==> config.mk <==
export PLATFORM = sky130hd
export DESIGN_NAME = lsu_ctrl
export DESIGN_NICKNAME = d
export VERILOG_FILES = /design/src/rtl/lsu_pkg.sv /design/src/rtl/lsu_align.sv /design/src/rtl/lsu_ctrl.sv
export SDC_FILE = /design/constraint.sdc
export NUM_CORES = 1
export LEC_CHECK = 0
export ABC_AREA = 1
export BUFFER_PORTS_ARGS = -buffer_cell sky130_fd_sc_hd__buf_2
export CAP_MARGIN = 20
export CORE_MARGIN = 2
export CORE_UTILIZATION = 40
export DETAILED_ROUTE_END_ITERATION = 10
export PLACE_DENSITY_LB_ADDON = 0.2
export SETUP_SLACK_MARGIN = 0.05
export SLEW_MARGIN = 15
export SYNTH_ARGS = -nofsm -noshare
export SYNTH_HDL_FRONTEND = slang
export SYNTH_SLANG_ARGS = --single-unit
==> constraint.sdc <==
create_clock -name clk -period 6.5 [get_ports clk]
set_clock_uncertainty 0.2 [all_clocks]
set_input_delay 1.3 -clock clk [delete_from_list [all_inputs] [get_ports clk]]
set_output_delay 1.3 -clock clk [all_outputs]
set_load 0.05 [all_outputs]
==> src/rtl/lsu_pkg.sv <==
// Shared types and decode helpers for the load/store unit.
package lsu_pkg;

  typedef enum logic [1:0] {
    IDLE = 2'd0,
    RD   = 2'd1,
    WR   = 2'd2,
    RESP = 2'd3
  } lsu_state_t;

  localparam logic [2:0] F3_B  = 3'b000;
  localparam logic [2:0] F3_H  = 3'b001;
  localparam logic [2:0] F3_W  = 3'b010;
  localparam logic [2:0] F3_BU = 3'b100;
  localparam logic [2:0] F3_HU = 3'b101;

  // Flags an illegal funct3 or a misaligned access; range is checked by the caller.
  function automatic logic req_bad(input logic we, input logic [2:0] f3,
                                   input logic [1:0] lo);
    logic bad;
    bad = 1'b0;
    case (f3)
      F3_B:  bad = 1'b0;
      F3_H:  bad = lo[0];
      F3_W:  bad = |lo;
      F3_BU: bad = we;
      F3_HU: bad = we | lo[0];
      default: bad = 1'b1;
    endcase
    return bad;
  endfunction

endpackage

==> src/rtl/lsu_align.sv <==
// Combinational lane logic: load extract/extend and sub-word store merge.
module lsu_align
  import lsu_pkg::*;
(
  input  logic [31:0] word,
  input  logic [1:0]  lane,
  input  logic [2:0]  funct3,
  input  logic [31:0] wdata,
  output logic [31:0] rdata,
  output logic [31:0] merged
);

  logic        [7:0]  byte_u;
  logic        [15:0] half_u;
  logic signed [7:0]  byte_s;
  logic signed [15:0] half_s;

  // Select the addressed lane and extend it according to funct3.
  always_comb begin
    byte_u = word[{lane, 3'b000} +: 8];
    half_u = lane[1] ? word[31:16] : word[15:0];
    byte_s = signed'(byte_u);
    half_s = signed'(half_u);
    case (funct3)
      F3_B:    rdata = 32'(byte_s);
      F3_H:    rdata = 32'(half_s);
      F3_BU:   rdata = 32'(byte_u);
      F3_HU:   rdata = 32'(half_u);
      default: rdata = word;
    endcase
  end

  // Replace the addressed byte/halfword of the old word; full words pass wdata.
  always_comb begin
    merged = word;
    case (funct3[1:0])
      2'b00: merged[{lane, 3'b000} +: 8] = wdata[7:0];
      2'b01: begin
        if (lane[1]) merged[31:16] = wdata[15:0];
        else         merged[15:0]  = wdata[15:0];
      end
      default: merged = wdata;
    endcase
  end

endmodule

==> src/rtl/lsu_ctrl.sv <==
// Load/store unit: single outstanding byte-addressed request mapped onto a
// word-addressed memory, with read-modify-write for SB/SH.
module lsu_ctrl
  import lsu_pkg::*;
#(
  parameter int MEM_WORDS = 1024
) (
  input  logic        clk,
  input  logic        rst,
  input  logic        req_valid,
  output logic        req_ready,
  input  logic        req_we,
  input  logic [2:0]  req_funct3,
  input  logic [31:0] req_addr,
  input  logic [31:0] req_wdata,
  output logic        rsp_valid,
  input  logic        rsp_ready,
  output logic [31:0] rsp_rdata,
  output logic        rsp_err,
  output logic [31:0] mem_A,
  output logic [31:0] mem_WD,
  output logic        mem_we,
  input  logic [31:0] mem_RD
);

  localparam logic [32:0] ADDR_LIM = 33'(4 * MEM_WORDS);

  lsu_state_t  state, state_n;
  logic        err_q;
  logic [31:0] addr_q;
  logic [2:0]  f3_q;
  logic        we_q;
  logic [31:0] wdata_q;
  logic [31:0] word_q;

  logic        accept;
  logic        req_err;
  logic [31:0] ld_data;
  logic [31:0] st_word;

  assign accept  = req_valid & (state == IDLE);
  assign req_err = req_bad(req_we, req_funct3, req_addr[1:0]) |
                   ({1'b0, req_addr} >= ADDR_LIM);

  lsu_align u_align (
    .word   (word_q),
    .lane   (addr_q[1:0]),
    .funct3 (f3_q),
    .wdata  (wdata_q),
    .rdata  (ld_data),
    .merged (st_word)
  );

  // Control state: FSM register and the latched error flag.
  always_ff @(posedge clk or negedge rst) begin
    if (!rst) begin
      state <= IDLE;
      err_q <= 1'b0;
    end else begin
      state <= state_n;
      if (accept) err_q <= req_err;
    end
  end

  // Request fields latched at acceptance; memory word captured in RD.
  always_ff @(posedge clk) begin
    if (accept) begin
      addr_q  <= req_addr;
      f3_q    <= req_funct3;
      we_q    <= req_we;
      wdata_q <= req_wdata;
    end
    if (state == RD) word_q <= mem_RD;
  end

  // Next-state and output decode; all outputs are gated by state so reset clears them.
  always_comb begin
    state_n   = state;
    req_ready = rst & (state == IDLE);
    rsp_valid = (state == RESP);
    rsp_err   = (state == RESP) & err_q;
    rsp_rdata = 32'h0;
    mem_we    = (state == WR);
    mem_WD    = 32'h0;
    mem_A     = (state == IDLE) ? 32'h0 : {2'b00, addr_q[31:2]};
    case (state)
      IDLE: begin
        if (accept) begin
          if (req_err)                          state_n = RESP;
          else if (req_we && req_funct3 == F3_W) state_n = WR;
          else                                  state_n = RD;
        end
      end
      RD:   state_n = we_q ? WR : RESP;
      WR: begin
        mem_WD  = st_word;
        state_n = RESP;
      end
      RESP: begin
        if (!err_q && !we_q) rsp_rdata = ld_data;
        if (rsp_ready) state_n = IDLE;
      end
      default: state_n = IDLE;
    endcase
  end

endmodule

-- Word-level counts from Yosys, hierarchy flattened
Index checks and enable logic that the tools add are counted.
- memories kept: 0
- memory bits (writable): 0
- bits of input ports: 104
- latch bits: 0
- bits in read-only memories: 0
- output and inout bits: 100
- register bits: 103
- $mul: 0
- reductions and logical operators: 10
- $add $sub $neg: 1
- $lt $le $gt $ge: 1
- shifts and indexed selects: 3
- equality and inequality tests: 13
- muxes and demuxes: 17
- div/mod/pow operators: 0
- bitwise operators: 5
- operators with widths (kind ; number):
    $pmux 32 s4 ; 1
    $mux 32 ; 3
    $pmux 32 s2 ; 1
    $mux 16 ; 3
    $bwmux 32 ; 1
    $ge 32x13->1 const B ; 1
    $shift 8x7->32 const A ; 1
    $shiftx 32x6->8 ; 1
    $shiftx 8x7->32 ; 1
    $mux 30 ; 1
    $eq 3x3->1 const B ; 4
    $mux 2 ; 4
    $pmux 2 s4 ; 1
    $neg 5->7 ; 1
    $eq 3x1->1 const B ; 2
    $logic_not 3->1 ; 2
    $pmux 1 s5 ; 1
    $eq 2x1->1 const B ; 2
    $eq 2x2->1 const B ; 2
    $logic_not 2->1 ; 2
    $and 1x1->1 ; 3
    $eq 3x2->1 const B ; 1
    $logic_and 1x1->1 ; 2
    $logic_not 1->1 ; 2
    6 further kinds ; 7

-- Longest topological paths before layout
- depth in word-level cells: 6
- depth in mapped cells: 12
- mapped depth without buffers: 9

-- By module
A second synthesis with hierarchy kept.
- cell total of the unflattened synthesis: 833
- area total of the unflattened synthesis: 6457.4 µm²
- by module, submodules not included (module ; cells an instance ; area an instance (µm²) ; instances ; seq. area each (µm²)):
    lsu_ctrl ; 369 ; 4170.2 ; 1 ; 3078.0
    lsu_align ; 464 ; 2287.2 ; 1 ; 0.0

-- Worst setup path before layout
OpenSTA, ideal clock, no wires.
- path type: flip-flop to output port
- from: register state[0]
- to: output mem_WD[4]
- required time: 5.000 ns
- arrival: 2.608 ns
- setup slack: 2.392 ns
- cell stages (with the launch flop): 6
- cells stage by stage: dfrtp_1 > inv_1 > ha_1 > clkbuf_1 > o21ai_0 > nor3b_1
- word-level cells in the longest chain between the ends: 2
- RTL lines (element ; RTL line ; RTL):
    from (decl) ; lsu_ctrl.sv:28 ; lsu_state_t state, state_n;
    from (signal assigned) ; lsu_ctrl.sv:60 ; state <= state_n;
    $eq 2x2->1 ; n/a ;
    named net mem_we ; lsu_ctrl.sv:22 ; output logic mem_we,
    $mux 32 ; lsu_ctrl.sv:86 ; case (state)
    to (decl) ; lsu_ctrl.sv:21 ; output logic [31:0] mem_WD,
The timed path passes the listed nets, and every way through them passes these cells.

-- Worst setup path in the final report
- from: register addr_q[1]
- to: output mem_WD[1]
- word-level cells in the longest chain between the ends: 5
- elaborated cells on any way between the ends: 7
- RTL lines (element ; RTL line ; RTL):
    from (decl) ; lsu_ctrl.sv:30 ; logic [31:0] addr_q;
    from (signal assigned) ; lsu_ctrl.sv:68 ; addr_q <= req_addr;
    $neg 5->7 ; lsu_align.sv:37 ; 2'b00: merged[{lane, 3'b000} +: 8] = wdata[7:0];
    $shiftx 8x7->32 or $shift 8x7->32 (tied branches) ; lsu_align.sv:37 ;
    $bwmux 32 ; lsu_align.sv:37 ;
    $pmux 32 s2 * ; lsu_align.sv:36 ; case (funct3[1:0])
    $mux 32 * ; lsu_ctrl.sv:86 ;
Every way passes the cells marked *; elsewhere a longest branch is shown, timed or not.

==> metrics.log <==
INFO  metric initial_antenna_violation_count = 2
INFO  metric drive_above_1_share = between 20% and 30%
INFO  metric synth-edff-count = 100
INFO  metric firstDrtPassIters = 5
INFO  metric gr-usage-met3 = under 10%
INFO  metric worst_hold_startpoint = state[1]$_DFFE_PN0P_
INFO  metric post_cts_resized = 0
INFO  metric ys_ff_latch = ~100
INFO  metric cts_root_buffer = sky130_fd_sc_hd__clkbuf_16
INFO  metric timing.critical_path.fanout_max = 32
INFO  metric multi_input_area = about 0.0022 mm²
INFO  metric via_per_inst = between 5 and 6
INFO  metric post-dp-hpwl = roughly 13000 µm
INFO  metric postSynthCellCount = between 600 and 700
INFO  metric critPathLaunchType = flip-flop
INFO  metric detail_route.wl_per_cell = approximately 16 µm
INFO  metric netlist-cell-type-count = 36
INFO  metric gp_congestion = 0.9434
INFO  metric critPathMaxStageDelay = ~0.94 ns
INFO  metric rsz0062_at_grt = no
INFO  metric postCtsSetupBuffers = 0
INFO  metric tritoncts.num_buffers = 9
INFO  metric layout.filler_cells = roughly 1400
INFO  metric clock_latency = 0.36 ns
INFO  metric layout.core_utilization = roughly half
INFO  metric portBuffers = about 200
INFO  metric ys_seq_area_share = a little over half
INFO  metric drv_cap = 0
INFO  metric route.detailed.drc = 0
INFO  metric floorplan.die_area = 0.01535 mm²
INFO  metric timing.slew.headroom = 40.74%
INFO  metric post-layout-total-power = just under 3 mW
INFO  metric globalRoute.busiestLayer = met2
INFO  metric layout_min_cycle_time = just under 5 ns
INFO  metric setup_viols_final = 0
INFO  metric postRouteWirelength = about 17000 µm
INFO  metric critical_path.reg2reg.startpoint = state[1]$_DFFE_PN0P_
INFO  metric floorplan.rows = between 40 and 50
INFO  metric fraction_of_synthesis_flops_using_an_asynchronous_set_or_reset_pin = under 10%
INFO  metric globalRouteOverflowTotal = 0
INFO  metric finalHoldViolations = 0
INFO  metric outcome = finished clean
INFO  metric tightestPinTransition = roughly 0.89 ns
INFO  metric initialDrtViolationCount = about 460
INFO  metric worstPathArrival = about 3.5 ns
INFO  metric peak_freq = 0.2011 GHz
INFO  metric clkSinkCount = just over 100
INFO  metric first_pass_grt_wire_length = 25270 µm
INFO  metric regArea = about 0.003 mm²
INFO  metric timing.critical_path.required = 5.00 ns
INFO  metric crit_path_top_delay_cell = sky130_fd_sc_hd__edfxtp_1
INFO  metric path_class = reg2out
INFO  metric clock_path_buffers = 2
INFO  metric holdCritPathClass = reg2reg
INFO  metric use_met2 = a little over a third
INFO  metric final_critical_path_setup_slack = ~1.5 ns
INFO  metric ys.flop_type = sky130_fd_sc_hd__edfxtp_1
INFO  metric worst_ir_drop_vdd = between 0.2 and 0.3 mV
INFO  metric worstSetupStartpoint = addr_q[1]$_DFFE_PP_
INFO  metric clkTransAtPathRegs = about 0.08 ns
INFO  metric final.hold.worst_slack = roughly 0.37 ns
INFO  metric design.portCount = between 200 and 250
INFO  metric syn_avg_cell_area = 8.585 µm²
INFO  metric fin_setup_tns = 0 ns
INFO  metric number_of_global_route_vias_before_repair = 4730
INFO  metric netlist_area = ~0.0058 mm²
INFO  metric power_density = 403.7 mW/mm²
INFO  metric detailedPlace.worstSlack = 1.950 ns
INFO  metric initial_core_util = 41.12%
INFO  metric groute.layer.met1.usage = 28.61%
INFO  metric synth-warning-count = 0
INFO  metric final_cycle_share = around 77%
INFO  metric power_leakage = 3.401 nW
INFO  metric layout-area-overhead-vs-synth = 24.43%
INFO  metric number_of_nets_still_failing_antenna_checks_after_routing = 0
INFO  metric design.final.nets = between 900 and 1000
INFO  metric cts_hold_buf = 0
INFO  metric floorplan.core_area = approximately 0.014 mm²
INFO  metric worstSetupEndpointType = primary output
INFO  metric track_usage = about 22%
INFO  metric slew_viol_final = 0
INFO  metric cts_tree = built
INFO  metric die_width = approximately 120 µm
INFO  metric grt_max_degree = 48
INFO  metric dr_total_vias = between 5000 and 6000
INFO  metric htree_num_levels = 3
INFO  metric die_span_y = ~120 µm
INFO  metric crit_path_cell_trace = inv_1 -> ha_1 -> nor2_2 -> nand3_1 -> o21ai_0 -> nor3b_1 -> buf_2
-- metrics by stage --
| step | instances | cell area [µm²] |
|---|---|---|
| after global placement | 1025 | 6854 |
| after CTS | 1041 | 7152 |
| final | 1043 | 7157 |
| after global routing | 1042 | 7154 |
| after floorplan | 671 | 5756 |
| after detailed placement | 1025 | 6854 |
-- routing by layer --
| layer | routed length (µm) | share of wire (%) | vias up |
|---|---|---|---|
| li1 | - | - | 2603 |
| met1 | 6925 | 41 | 2393 |
| met2 | 8061 | 47 | 259 |
| met3 | 1547 | 9.1 | 29 |
| met4 | 439 | 2.6 | 0 |
| met5 | 0 | 0 | - |
-- state kept, by name, indices dropped and copies added (netlist names) --
name     flops
f3_q         3
wdata_q     32
we_q         1
err_q        1
addr_q      32
word_q      32
state        2
-- placed cells by master, fill, tap and decap left out, drive strengths merged --
cell type,instances
inv,97
edfxtp,100
ha,9
or2,2
nor3,5
a211oi,1
nand3,14
a221oi,3
buf,206
a22oi,2
a21oi,69
nor2,119
nand2,112
o22ai,1
nor3b,7
clkinv,2
clkbuf,9
o211ai,8
a31oi,11
conb,2
clkinvlp,1
a21boi,1
o21ai,73
dfrtp,3
nand4,4
diode,2
-- kinds of logic (layout without fill, tap and decap cells) --
kind of cell,after synthesis,after routing,share of synthesized area (%)
other,1,4,0.06520
AO/OA/AOI/OAI,169,169,15.75
AND/OR/NAND/NOR,263,263,19.64
adder cells (fa/ha/maj),9,9,1.958
flip-flops,103,103,53.51
buffers and inverters,125,315,9.071
-- final timing paths --
kind	endpoint	slack, ns	depth (start not counted)
worst min register to register	state[1]$_DFFE_PN0P_	0.37	2
max in group asynchronous	state[0]$_DFFE_PN0P_	5.45	1
worst max register to register	wdata_q[12]$_DFFE_PP_	3.76	6
min in group asynchronous	state[1]$_DFFE_PN0P_	0.52	1
worst min-delay path	state[1]$_DFFE_PN0P_	0.37	2
worst max-delay path	mem_WD[1]	1.53	7
-- critical path, delay by kind of cell, from the launching register on --
| kind | cells | cell delay, ns |
|---|---|---|
| flip-flops | 1 | 0.94 |
| buffers and inverters | 2 | 0.80 |
| AO/OA/AOI/OAI | 1 | 0.17 |
| AND/OR/NAND/NOR | 3 | 0.72 |
| adder cells (fa/ha/maj) | 1 | 0.49 |
-- cell type report --
class | count | area share [%]
diodes | 2 | 0.06993
repair buffers | 206 | 14.58
inverters | 93 | 4.913
clock buffers | 9 | 3.147
well taps | 180 | 3.147
clock inverters | 7 | 1.014
multi-input cells | 443 | 30.12
flip-flops and latches | 103 | 43.01
-- synth_stat cells, types with 2 or more instances --
library cell,n,area [µm²]
sky130_fd_sc_hd__nand3_2,2,20.02
sky130_fd_sc_hd__edfxtp_1,100,3003
sky130_fd_sc_hd__nor2_1,107,401.6
sky130_fd_sc_hd__o21ai_0,70,350.3
sky130_fd_sc_hd__inv_1,90,337.8
sky130_fd_sc_hd__nor2_2,11,68.82
sky130_fd_sc_hd__dfrtp_1,3,75.07
sky130_fd_sc_hd__a31oi_1,11,68.82
sky130_fd_sc_hd__a221oi_1,3,26.28
sky130_fd_sc_hd__buf_6,2,22.52
sky130_fd_sc_hd__clkbuf_1,14,52.55
sky130_fd_sc_hd__nand2_2,4,25.02
sky130_fd_sc_hd__nand4_1,4,25.02
sky130_fd_sc_hd__ha_1,9,112.6
sky130_fd_sc_hd__nand2_4,3,33.78
sky130_fd_sc_hd__o211ai_1,8,60.06
sky130_fd_sc_hd__a21oi_1,68,340.3
sky130_fd_sc_hd__nor3_1,5,25.02
sky130_fd_sc_hd__o21ai_1,3,15.01
sky130_fd_sc_hd__inv_2,2,7.510
sky130_fd_sc_hd__buf_4,6,45.04
sky130_fd_sc_hd__a22oi_1,2,15.01
sky130_fd_sc_hd__nor3b_1,7,52.55
sky130_fd_sc_hd__nand2_1,105,394.1
sky130_fd_sc_hd__buf_2,9,45.04
sky130_fd_sc_hd__nand3_1,12,60.06
-- power breakdown --
part           total, mW  leakage [nW]  internal (mW)  switching, mW
Sequential         0.997         0.954          0.902         0.0945
Clock              0.546         0.143          0.272          0.274
Combinational       1.35          2.30          0.289           1.06
Total               2.89          3.40           1.46           1.43
No activity file was read; power rests on OpenSTA's default activity.
